## src/rtl/keypad_scanner.sv

```systemverilog
// 4x4 matrix keypad scanner: column drive, row sampling, whole-scan debounce.
// Optional build macro KEYPAD_GHOST_REJECT_EN discards snapshots with 3+ pressed keys.
module keypad_scanner #(
  parameter int SETTLE_CYCLES  = 1000,
  parameter int DEBOUNCE_SCANS = 4
) (
  input  logic        clk,
  input  logic        reset_n,
  input  logic [3:0]  rows_n,
  output logic [3:0]  cols_n,
  output logic [15:0] buttons,
  output logic        changed
);

  localparam int SW = $clog2(SETTLE_CYCLES);
  localparam int CW = $clog2(DEBOUNCE_SCANS + 1);
  localparam logic [SW-1:0] SETTLE_LAST = SW'(SETTLE_CYCLES - 1);
  localparam logic [CW-1:0] STABLE_MAX  = CW'(DEBOUNCE_SCANS - 1);

  typedef enum logic [1:0] {
    DRIVE,
    SAMPLE,
    COMPARE
  } state_t;

  state_t        state;
  logic [SW-1:0] settle_cnt;
  logic [1:0]    col;
  logic [3:0]    row_meta;
  logic [3:0]    row_sync;
  logic [15:0]   snapshot;
  logic [15:0]   prev_snapshot;
  logic [CW-1:0] stable_cnt;
  logic [CW-1:0] ns;
  logic          match;
  logic          ghost;

`ifdef KEYPAD_GHOST_REJECT_EN
  function automatic logic [4:0] count_zeros(input logic [15:0] v);
    logic [4:0] n;
    n = '0;
    for (int i = 0; i < 16; i++) n = n + {4'b0, ~v[i]};
    return n;
  endfunction

  // Three or more closed switches can alias a phantom key through the matrix.
  assign ghost = (count_zeros(snapshot) >= 5'd3);
`else
  assign ghost = 1'b0;
`endif

  // Next stable count, saturating so a long hold never wraps back to zero.
  always_comb begin
    ns    = '0;
    match = (snapshot == prev_snapshot) && !ghost;
    if (match)
      ns = (stable_cnt == STABLE_MAX) ? STABLE_MAX : stable_cnt + 1'b1;
  end

  // NOTE: every register here uses <= so all reads see pre-edge values, which
  // keeps the synchroniser two stages deep and the FSM free of ordering races.
  always_ff @(posedge clk) begin
    if (!reset_n) begin
      state         <= DRIVE;
      settle_cnt    <= '0;
      col           <= 2'd0;
      cols_n        <= 4'b1110;
      row_meta      <= 4'hF;
      row_sync      <= 4'hF;
      snapshot      <= 16'hFFFF;
      prev_snapshot <= 16'hFFFF;
      stable_cnt    <= '0;
      buttons       <= 16'hFFFF;
      changed       <= 1'b0;
    end else begin
      row_meta <= rows_n;
      row_sync <= row_meta;
      changed  <= 1'b0;

      case (state)
        DRIVE: begin
          if (settle_cnt == SETTLE_LAST) begin
            settle_cnt <= '0;
            state      <= SAMPLE;
          end else begin
            settle_cnt <= settle_cnt + 1'b1;
          end
        end

        SAMPLE: begin
          for (int r = 0; r < 4; r++)
            snapshot[4*r + int'(col)] <= row_sync[r];
          if (col != 2'd3) begin
            col    <= col + 2'd1;
            cols_n <= {cols_n[2:0], cols_n[3]};
            state  <= DRIVE;
          end else begin
            state <= COMPARE;
          end
        end

        COMPARE: begin
          stable_cnt    <= ns;
          prev_snapshot <= snapshot;
          if (!ghost && ns == STABLE_MAX && snapshot != buttons) begin
            buttons <= snapshot;
            changed <= 1'b1;
          end
          col    <= 2'd0;
          cols_n <= 4'b1110;
          state  <= DRIVE;
        end

        default: state <= DRIVE;
      endcase
    end
  end

endmodule

```

## config.mk

```make
export PLATFORM = sky130hd
export DESIGN_NAME = keypad_scanner
export DESIGN_NICKNAME = d
export VERILOG_FILES = /design/src/rtl/keypad_scanner.sv
export SDC_FILE = /design/constraint.sdc
export NUM_CORES = 1
export LEC_CHECK = 0
export ABC_AREA = 1
export CAP_MARGIN = 10
export CORE_ASPECT_RATIO = 0.7
export CORE_MARGIN = 2
export CORE_UTILIZATION = 35
export CTS_CLUSTER_SIZE = 12
export DETAILED_ROUTE_END_ITERATION = 12
export DONT_BUFFER_PORTS = 1
export PLACE_DENSITY_LB_ADDON = 0.25
export SYNTH_ARGS = -nofsm -noshare
export SYNTH_HDL_FRONTEND = slang
export SYNTH_SLANG_ARGS = --single-unit
```

## constraint.sdc

```tcl
create_clock -name clk -period 1.4 [get_ports clk]
set_input_delay 0 -clock clk [delete_from_list [all_inputs] [get_ports clk]]
set_output_delay 0 -clock clk [all_outputs]
set_load 0.01 [all_outputs]
```

* After elaboration in Yosys (flattened, before gate mapping) *
Cells that the tools add are included.

word-level totals
  input bits = 6
  logic and storage cells = 68
  bits in registers = 78

operators by class
  $add $sub $neg = 6
  reductions and logical operators = 10
  multiplexer cells = 23
  magnitude comparators = 8
  equal/unequal tests = 10

operators by type and width
  operator                                             number
  bitwise mux 16 bit                                   4
  == test 16 bit                                       1
  != test 16 bit                                       1
  demux 1 bit (select 4 bit)                           3
  adder 10 x 1 -> 10 bit, second input constant        1
  adder 4 x 2 -> 5 bit, first input constant           2
  == test 10 bit, second input constant                1
  >= comparator 5 x 1 -> 1 bit, second input constant  2
  < comparator 5 bit, second input constant            2
  two-way mux 10 bit                                   1
  case mux 2 bit (2 select lines)                      2
  case mux 4 bit (2 select lines)                      1
  == test 3 x 2 -> 1 bit, second input constant        2
  two-way mux 2 bit                                    3
  two-way mux 3 bit                                    2
  != test 2 bit, second input constant                 3
  AND reduction 2 bit                                  3
  logical AND 1 bit                                    5
  < comparator 2 x 5 -> 1 bit, second input constant   1
  < comparator 4 x 5 -> 1 bit, second input constant   1
  two-way mux 1 bit                                    5
  adder 3 x 2 -> 4 bit, first input constant           1
  >= comparator 4 x 1 -> 1 bit, second input constant  1
  two-way mux 4 bit                                    1
  other kinds (8)                                      8

* Logic depth before layout (Yosys ltp) *
  word-level depth = 8
  depth in mapped cells = 11

* Worst setup path after synthesis *
OpenSTA, ideal clock, no wires.

  kind = register to register
  start point = register snapshot[2]
  end point = register buttons[15]
  slack = -0.108 ns
  library setup time = 0.130 ns
  stages on the path, launching flop included = 11
  data required time = 1.270 ns
  arrival time = 1.378 ns
  period minus slack after synthesis = 1.508 ns
  path through = dfxtp_1 inv_1 nand2_1 nand2_1 nor2_1 nand2_1 nor2_4 nand4_2 buf_4 o21ai_2 nand3_1

between the ends
  cells in the longest elaborated chain, start to end = 5

RTL lines
  item                             RTL line  source
  start, declared                  31        logic [15:0] snapshot;
  start signal, assigned by index  92        snapshot[4*r + int'(col)] <= row_sync[r];
  == test 16 bit                   55        match = (snapshot == prev_snapshot) && !ghost;
  two-way mux 3 bit                56        if (match)
  == test 3 x 2 -> 1 bit           105       if (!ghost && ns == STABLE_MAX && snapshot != buttons) begin
  logical AND 1 bit *              105
  AND reduction 2 bit (no line) *  --
  end signal, assigned             106       buttons <= snapshot;
  end, declared                    11        output logic [15:0] buttons,

Every way passes the cells marked *; elsewhere a longest branch is shown, timed or not.
A chain may end at the register's enable or synchronous reset.

* Worst setup path in the final report *
  start point = register snapshot[2]
  end point = register buttons[1]

Same word-level chain as after synthesis.

==> results.tsv <==
metric	value	unit
status	complete, but fails checks	
violations in the final reports	hold timing, setup timing	
combinational family with the most area after synthesis	simple AND/OR/NAND/NOR gates	
layout cells sized above 1	0.4177	
number of antenna violations at the first check in global routing	0	
number of remaining DRC errors	0	
leakage dissipation	2.314	nW
number of setup violations in the final report	18	
clock-pin slew reported for the worst setup and hold paths after clock tree synthesis	0.05	ns
overall track demand over capacity in global routing	0.1715	
area of the multi-input gates	1983	um2
ratio of routed vias to standard cells	4.678	
final instance count without filler cells	693	
startpoint class of the critical path	register	
chip height	88.29	um
Port Buffer Count	0	
total nets after synthesis	481	
master of the slowest instance on the critical path	sky130_fd_sc_hd__dfxtp_4	
post-synthesis mux area share	0	
buffer levels on the longest clock path	2	
number of ports placed on the die boundary	27	
overall die area	10980	um2
final-layout setup total negative slack	-2.819	ns
Pre-antenna DRT Iters	4	
#FFs+latches synth	78	
Arr. time, crit path	1.86	ns
Max IR drop VDD	0.4870	mV
number of fill cells in the layout	948	
element type at the critical path end	register	
clock root buffer master	sky130_fd_sc_hd__clkbuf_16	
number of rows in the core area	30	
share of synthesized cell area in full adder, half adder and majority cells	0.02113	
summed instance area of the synthesized netlist	3552	um2
area of all sequential standard cells	1625	um2
placed wire-length estimate	6040	um
WP buf/inv	2	
library cell occupying the most area in the post-synthesis netlist	sky130_fd_sc_hd__dfxtp_1	
total power divided by cell area	863.8	nW/um2
weighted congestion reported at the end of routability-driven placement	0.7888	
unrepaired setup endpoints after global routing	true	
number of slew-limit violations in the final report	0	
worst setup path startpoint	snapshot[2]$_SDFFE_PN1P_	
portion of the post-synthesis area used by sequential elements	0.4396	
starting density of the core	0.3626	
Setup WS pre-CTS	-0.2780	ns
area share of and/or/nand/nor cells after synthesis	0.2769	
CTS H-tree lvls	3	
compound-gate portion of the synthesized area	0.1395	
diode insertion count for antenna repair	0	
maximum fanout encountered on the critical timing path	7	
vias in the first global route	3065	
NumNets Final	573	
area added between synthesis and finish	41.78	%
logic depth of the worst register-to-register path	11	
dominant delay contributor by cell family on the critical path	simple AND/OR/NAND/NOR gates	
parity-gate share of the synthesized area counting xor and xnor cells	0.03452	
R2R setup slack	-0.18	ns
Final Critical Period	1.580	ns
number of CTS-inserted buffers	9	
Maximum Capacitance Violations	0	
cells traversed along the worst timing path	inv_2 -> nand2_2 -> nand2_1 -> nor2_2 -> nand2_2 -> nor2_4 -> nand3_2 -> nor2_4 -> buf_6 -> nand3_2 -> nand3_1	
gate count of the mapped netlist	469	
proportion of netlist area held by the largest area contributor	0.4396	
depth of the critical timing path with buffers and inverters included	11	
wire length of the first global-routing pass	15000	um
mean instance size in the synthesized netlist	7.574	um2
cell types with the largest area share after synthesis	sky130_fd_sc_hd__dfxtp_1 (44%), sky130_fd_sc_hd__nand2_1 (13%), sky130_fd_sc_hd__o211ai_1 (7.0%), sky130_fd_sc_hd__nand3_1 (5.9%), sky130_fd_sc_hd__inv_1 (5.5%)	
Tcrit/Tclk final	1.128	
maximum number of pins on one net before global-route repair	58	
clock insertion delay at the later pin of the skew report	0.34	ns
Horiz. Die Dim	124.4	um
required time of the critical path	1.68	ns
fmax	633.0	MHz
library cells used by synthesis	32	
count of yosys warnings during synthesis	0	
setup slack of the critical path after layout	-0.1797	ns
WL final	9148	um
Worst Clk Skew	0.006771	ns
number of failing hold endpoints at the final stage	59	
wire per inst	13.20	um
worst hold slack	-0.2289	ns
Starting DRT DRC Count	213	
destination of the critical timing path	buttons[1]$_SDFFE_PN1P_	
routed vias	3242	
type of the worst min-delay path	input port to register	
# hold bufs at CTS	4	
transition at the pin with the smallest max-transition slack	0.6054	ns
clock sink count	78	
Core Area	9797	um2
Final Power	4.350	mW
highest cell delay on the worst timing path	0.36	ns
clock tree from TritonCTS	yes	
tightest slew margin relative to the limit	0.5960	
Setup CP Type	register to register	
post-placement cell count	661	
startpoint of the lowest-slack register-to-register path	snapshot[2]$_SDFFE_PN1P_	
remaining antenna violation count after routing	0	
remaining global-route overflow	0	
destination of the worst register-to-register timing path	buttons[1]$_SDFFE_PN1P_	
## layout by cell type (no fill, tap or decap), types with 3 or more instances in the layout
| master | instances |
|---|---|
| sky130_fd_sc_hd__or2_2 | 8 |
| sky130_fd_sc_hd__buf_6 | 6 |
| sky130_fd_sc_hd__nand3_1 | 22 |
| sky130_fd_sc_hd__nor2_2 | 11 |
| sky130_fd_sc_hd__a211oi_1 | 3 |
| sky130_fd_sc_hd__buf_4 | 84 |
| sky130_fd_sc_hd__inv_2 | 14 |
| sky130_fd_sc_hd__o21ai_2 | 14 |
| sky130_fd_sc_hd__inv_1 | 44 |
| sky130_fd_sc_hd__ha_1 | 5 |
| sky130_fd_sc_hd__nor2_1 | 20 |
| sky130_fd_sc_hd__o21ai_0 | 6 |
| sky130_fd_sc_hd__nand2_1 | 112 |
| sky130_fd_sc_hd__o211ai_1 | 33 |
| sky130_fd_sc_hd__nand3_2 | 20 |
| sky130_fd_sc_hd__dfxtp_1 | 51 |
| sky130_fd_sc_hd__nor3_4 | 3 |
| sky130_fd_sc_hd__dfxtp_4 | 12 |
| sky130_fd_sc_hd__xor2_1 | 14 |
| sky130_fd_sc_hd__dlygate4sd3_1 | 4 |
| sky130_fd_sc_hd__nand2_2 | 14 |
| sky130_fd_sc_hd__dfxtp_2 | 15 |
| sky130_fd_sc_hd__clkbuf_16 | 9 |
| sky130_fd_sc_hd__clkinvlp_4 | 3 |
| sky130_fd_sc_hd__a21oi_1 | 7 |
| sky130_fd_sc_hd__a21oi_2 | 3 |
| sky130_fd_sc_hd__nor2_4 | 5 |
## how the worst min path moves through the flow
| stage | slack (ns) | cells past startpoint | startpoint | to |
|---|---|---|---|---|
| 2_1_floorplan | 0.11 | 1 | rows_n[0] | row_meta[0]$_SDFF_PN1_ |
| 3_3_place_gp | 0.09 | 1 | reset_n | cols_n[3]$_SDFFE_PN1P_ |
| 3_5_place_dp | 0.1 | 1 | reset_n | cols_n[2]$_SDFFE_PN1P_ |
| 4_1_cts | -0.26 | 1 | reset_n | buttons[14]$_SDFFE_PN1P_ |
| 5_1_grt | -0.24 | 1 | reset_n | buttons[13]$_SDFFE_PN1P_ |
| 6_report | -0.23 | 1 | reset_n | cols_n[3]$_SDFFE_PN1P_ |
## layout make-up
type	count	area share
Sequential cell	78	0.3227
Tap cell	128	0.03180
Inverter	60	0.04596
Clock inverter	4	0.004969
Timing Repair Buffer	96	0.1545
Clock buffer	11	0.04621
Multi-Input combinational cell	316	0.3938
## cell usage after synthesis (all sizes together)
| cell | n |
|---|---|
| nor3 | 6 |
| a211oi | 4 |
| nand2 | 127 |
| o211ai | 33 |
| o21ai | 22 |
| xor2 | 14 |
| a21boi | 1 |
| dlygate4sd1 | 1 |
| nor3b | 1 |
| inv | 60 |
| nor2 | 36 |
| or2 | 8 |
| ha | 6 |
| a21oi | 11 |
| clkbuf | 9 |
| nand3 | 44 |
| dfxtp | 78 |
| buf | 5 |
| nand4 | 2 |
| o21a | 1 |
## cell families (layout without fill, tap and decap cells)
| family | after synthesis | in the layout |
|---|---|---|
| compound gates | 72 | 72 |
| xor+xnor | 14 | 14 |
| fa+ha+maj | 6 | 6 |
| buf+inv | 75 | 171 |
| flops | 78 | 78 |
| simple gates | 224 | 224 |
## power by group
part / switching (mW) / leakage (nW) / total (mW) / internal [mW]
clock network: 0.866 / 0.121 / 2.05 / 1.18
registers: 0.0214 / 0.629 / 2.24 / 2.22
logic: 0.0279 / 1.56 / 0.0605 / 0.0326
total: 0.915 / 2.31 / 4.35 / 3.43
## worst register-to-register path: cells and delay by family, from the launching register on
family	cells	cell delay, ns
and+or+nand+nor	9	0.96
DFF	1	0.36
buffers and inverters	2	0.20
## layer usage
layer,GRT usage,wire [um],vias up
met4,0.04801,62,0
met5,0,0,-
met1,0.2358,4568,1488
met2,0.2638,4118,35
met3,0.05260,398,5
li1,-,-,1714
## registers in the layout (all words and copies together) (netlist names)
register	count
stable_cnt	3
row_meta	4
settle_cnt	10
buttons	16
changed	1
snapshot	16
prev_snapshot	16
state	2
col	2
cols_n	4
row_sync	4
## what timing repair did
item,4_1_cts,5_1_grt
buffers inserted,9,5
setup endpoints to repair,20,30
hold endpoints to repair,63,59
gates resized for setup,31,79
pin swaps,21,25
## per-stage QoR
step / area (um2) / hold slack [ns] / util
global route: 5036 / -0.2362 / 0.5140
finish: 5036 / -0.2289 / 0.5140
global placement: 4282 / 0.09216 / 0.4370
detailed placement: 4282 / 0.09533 / 0.4370
CTS: 4756 / -0.2599 / 0.4854
floorplan: 3612 / 0.1066 / -
No activity file was read; power rests on OpenSTA's default activity.
